==> src/rtl/alu_pkg.sv <==
// ============================================================================
// Module      : alu_pkg
// Description : Shared widths and opcode encodings for the alu32 datapath.
// Revision    : 1.0 - initial release
// ============================================================================
`default_nettype none

package alu_pkg;

    localparam int DATA_W  = 32;
    localparam int OP_W    = 3;
    localparam int SHAMT_W = 5;

    localparam logic [OP_W-1:0] OP_ADD = 3'b000;
    localparam logic [OP_W-1:0] OP_SUB = 3'b001;
    localparam logic [OP_W-1:0] OP_MUL = 3'b010;
    localparam logic [OP_W-1:0] OP_AND = 3'b011;
    localparam logic [OP_W-1:0] OP_XOR = 3'b100;
    localparam logic [OP_W-1:0] OP_OR  = 3'b101;
    localparam logic [OP_W-1:0] OP_SHL = 3'b110;
    localparam logic [OP_W-1:0] OP_SHR = 3'b111;

endpackage : alu_pkg

`default_nettype wire

==> src/rtl/alu_comb.sv <==
// ============================================================================
// Module      : alu_comb
// Description : Combinational function unit: (A, B, op) -> R, unsigned wrap.
// Revision    : 1.0 - initial release
// ============================================================================
`default_nettype none

module alu_comb
    import alu_pkg::*;
(
    input  logic [DATA_W-1:0] i_a,
    input  logic [DATA_W-1:0] i_b,
    input  logic [OP_W-1:0]   i_op,
    output logic [DATA_W-1:0] o_r
);

    logic [SHAMT_W-1:0] w_shamt;

    // Only the low five bits of B steer the shifter; upper bits are ignored.
    assign w_shamt = i_b[SHAMT_W-1:0];

    always_comb begin
        o_r = '0;
        case (i_op)
            OP_ADD: o_r = i_a + i_b;
            OP_SUB: o_r = i_a - i_b;
            OP_MUL: o_r = i_a * i_b;
            OP_AND: o_r = i_a & i_b;
            OP_XOR: o_r = i_a ^ i_b;
            OP_OR:  o_r = i_a | i_b;
            OP_SHL: o_r = i_a << w_shamt;
            OP_SHR: o_r = i_a >> w_shamt;
        endcase
    end

endmodule : alu_comb

`default_nettype wire

==> src/rtl/alu32.sv <==
// ============================================================================
// Module      : alu32
// Description : Registered 32-bit ALU; result appears on O one clock later.
// Revision    : 1.0 - initial release
// ============================================================================
`default_nettype none

module alu32
    import alu_pkg::*;
(
    input  logic              clk,
    input  logic              rst_n,
    input  logic [DATA_W-1:0] A,
    input  logic [DATA_W-1:0] B,
    input  logic [OP_W-1:0]   OPERATIONCODE,
    output logic [DATA_W-1:0] O
);

    logic [DATA_W-1:0] w_alu_r;
    logic [DATA_W-1:0] w_result_d;
    logic [DATA_W-1:0] r_result_q;

    alu_comb u_alu_comb (
        .i_a  (A),
        .i_b  (B),
        .i_op (OPERATIONCODE),
        .o_r  (w_alu_r)
    );

    always_comb begin
        w_result_d = w_alu_r;
    end

    // Asynchronous clear drops any in-flight result the moment rst_n falls.
    always_ff @(posedge clk or negedge rst_n) begin
        if (!rst_n) begin
            r_result_q <= '0;
        end else begin
            r_result_q <= w_result_d;
        end
    end

    assign O = r_result_q;

endmodule : alu32

`default_nettype wire

==> config.mk <==
export PLATFORM = sky130hd
export DESIGN_NAME = alu32
export DESIGN_NICKNAME = d
export VERILOG_FILES = /design/src/rtl/alu_pkg.sv /design/src/rtl/alu_comb.sv /design/src/rtl/alu32.sv
export SDC_FILE = /design/constraint.sdc
export NUM_CORES = 2
export LEC_CHECK = 0
export BUFFER_PORTS_ARGS = -buffer_cell sky130_fd_sc_hd__buf_2
export CAP_MARGIN = 20
export CORE_ASPECT_RATIO = 0.75
export CORE_UTILIZATION = 35
export DETAILED_ROUTE_END_ITERATION = 10
export PLACE_DENSITY_LB_ADDON = 0.15
export SKIP_CTS_REPAIR_TIMING = 1
export SLEW_MARGIN = 20
export SYNTH_ARGS = -nofsm -noshare
export SYNTH_HDL_FRONTEND = slang
export SYNTH_HIERARCHICAL = 1
export SYNTH_SLANG_ARGS = --single-unit
==> constraint.sdc <==
create_clock -name clk -period 1.2 [get_ports clk]
set_clock_uncertainty 0.15 [all_clocks]
set_input_delay 0.24 -clock clk [delete_from_list [all_inputs] [get_ports clk]]
set_output_delay 0.24 -clock clk [all_outputs]
set_load 0.01 [all_outputs]
==> flow_metrics.tcl <==
set metrics [dict create \
    core-area_mm2 0.0667 \
    cts_max_path_buffers 2 \
    yosysWarnings 6 \
    initial_utilization_pct 35.4 \
    vias 24519 \
    grt_max_degree 73 \
    cts_sinks 32 \
    hold_violations 0 \
    synth_top_cell_by_area "fa_1" \
    worst_slew_pin_slew_ns 1.04 \
    synthFlopType "dfrtp_1" \
    synthesis.area_mm2 0.0236 \
    maxCapViolations 0 \
    register_area_um2 802 \
    violations "setup timing" \
    critPathLaunchType "input port" \
    synth_edf_count 0 \
    largest_reg_flops 32 \
    vias_per_cell 5.54 \
    cts_root_buffer "clkbuf_16" \
    pre_cts_ws_ns -6.31 \
    portBuffers 100 \
    path_delay_family "adder cells" \
    setup_viol_count_final 42 \
    grtUsageTotal_pct 36.4 \
    cts.clk_slew.worst_paths_ns 0.07 \
    critical_path_required_ns 1.24 \
    final_cell_mix "buf_4 (630), nor2_1 (400), inv_1 (396), fa_1 (380), nand2_1 (280)" \
    ys_ff_latch 32 \
    synthesis.nets 3559 \
    routedWlPerCell_um 28.4 \
    synthTopCellsByArea "fa_1 (35%), ha_1 (12%), nor2_1 (7.6%)" \
    syn_area_per_cell_um2 8.24 \
    nets 4241 \
    final_area_mm2 0.0332 \
    dp_hpwl_um 104000 \
    dpl_cell_area_mm2 0.0302 \
    path_class "input port to flip-flop" \
    hold_path_class "input port to asynchronous set/reset pin" \
    syn_inst 2861 \
    max_clock_freq_mhz 146 \
    critPathMaxStageDelay_ns 0.62 \
    final_max_slew_viol_count 0 \
    drc 0 \
    rsz0062_at_grt "true" \
    crit_top_cell "fa_1" \
    die-area_mm2 0.0684 \
    multi_input_area_mm2 0.0217 \
    yosysUniqueCellTypes 90 \
    first_pass_iters 8 \
    finalWirelength_um 126000 \
    seq_area_frac_synth_pct 3.40 \
    dp.cells 4349 \
    period_needed_ns 6.83 \
    area_delta_synth_final_pct 40.9 \
    period_share_pct 569 \
    drive_gt1_share_pct 34.7 \
    dieHeight_um 227 \
    row_count 82 \
    antenna_found_initial 2 \
    worstPathMaxFanout 3 \
    pin_count 101 \
    overflow 0 \
    htree_levels 2 \
    synth_async_sr_flop_share_pct 100 \
    worst-path-buf-inv 7 \
    die_x_um 302 \
    place_congestion 1.05 \
    grt_pass1_vias 24484 \
    cts_tree "done" \
    ant_nets 0 \
    finalNonFillerCells 4427 \
    layout_commonest_cell "buf_4" \
    status "complete, but fails checks" \
    cp_slowest_cell "fa_1" \
    synth_top_area_share_pct 34.7 \
    end_kind "flip-flop" \
    worstPathArrival_ns 6.87 \
    max_slew_margin_pct 29.2 \
    fill_cells 6458 \
    timing.final.ws_setup_ns -5.63 \
    cts_buffers 5 \
    hold_ws_ns 0.195 \
    grt_pass1_wl_um 176000 \
    first_iter_violations 2746 \
]
==> metrics by stage <==
| step | utilization (%) | TNS [ns] |
|---|---|---|
| after floorplan | - | -141.59 |
| after global placement | 45.4 | -162.67 |
| after detailed placement | 45.4 | -163.49 |
| after CTS | 45.6 | -154.36 |
| after global routing | 49.8 | -146.91 |
| final | 49.8 | -142.82 |
==> worst max path at each step <==
stage,slack (ns),endpoint,cells past startpoint,from
final,-5.63,O[24],26,A[13]
after global routing,-5.70,O[24],25,B[5]
after CTS,-6.00,O[24],25,B[3]
after detailed placement,-6.31,O[24],25,B[3]
after global placement,-6.27,O[24],25,B[3]
after floorplan,-5.64,O[30],29,B[2]
==> metal layers <==
layer  routed length, um  up-vias  global-route usage, %  part of all wire [%]
met3               12800      201                   8.05                    10
met1               54900    12471                   52.5                    44
met5                   0        -                      0                     0
met2               53300     1304                   54.0                    42
met4                4840        0                   10.9                   3.8
li1                    -    10543                      -                     -
==> cell families after synthesis <==
kind of cell,after synthesis,synth area share (%)
compound gates,435,12.2
buf+inv,635,10.5
mux,107,6.88
simple gates,894,15.8
fa+ha+maj,629,46.4
xor+xnor,129,4.85
flops,32,3.40
==> layout make-up <==
class | count | share of cell area [%]
clock inverter | 3 | 0.128
antenna | 1 | 0.00753
sequential | 32 | 2.41
timing repair buffer | 851 | 22.9
clock buffer | 5 | 0.377
tap | 882 | 3.32
timing repair inverter | 1 | 0.0339
inverter | 458 | 5.54
multi-input combinational | 2194 | 65.3
==> synth_stat cells (all sizes together) (11+ instances only) <==
master  number
a211o       12
a211oi      25
a21boi      22
a21o        24
a21oi      110
a221oi      12
and3        11
buf         72
clkbuf     105
clkinv      14
dfrtp       32
fa         409
ha         220
inv        444
mux2        11
mux2i       53
mux4        43
nand2      285
nand3       20
nor2       476
nor3        22
o211ai      13
o21ai      108
o22ai       23
or3         14
xnor2      107
xor2        21
Power is left out: the tool's default activity adds up to more than one toggle a clock period on the data nets, which glitch-free logic cannot reach.
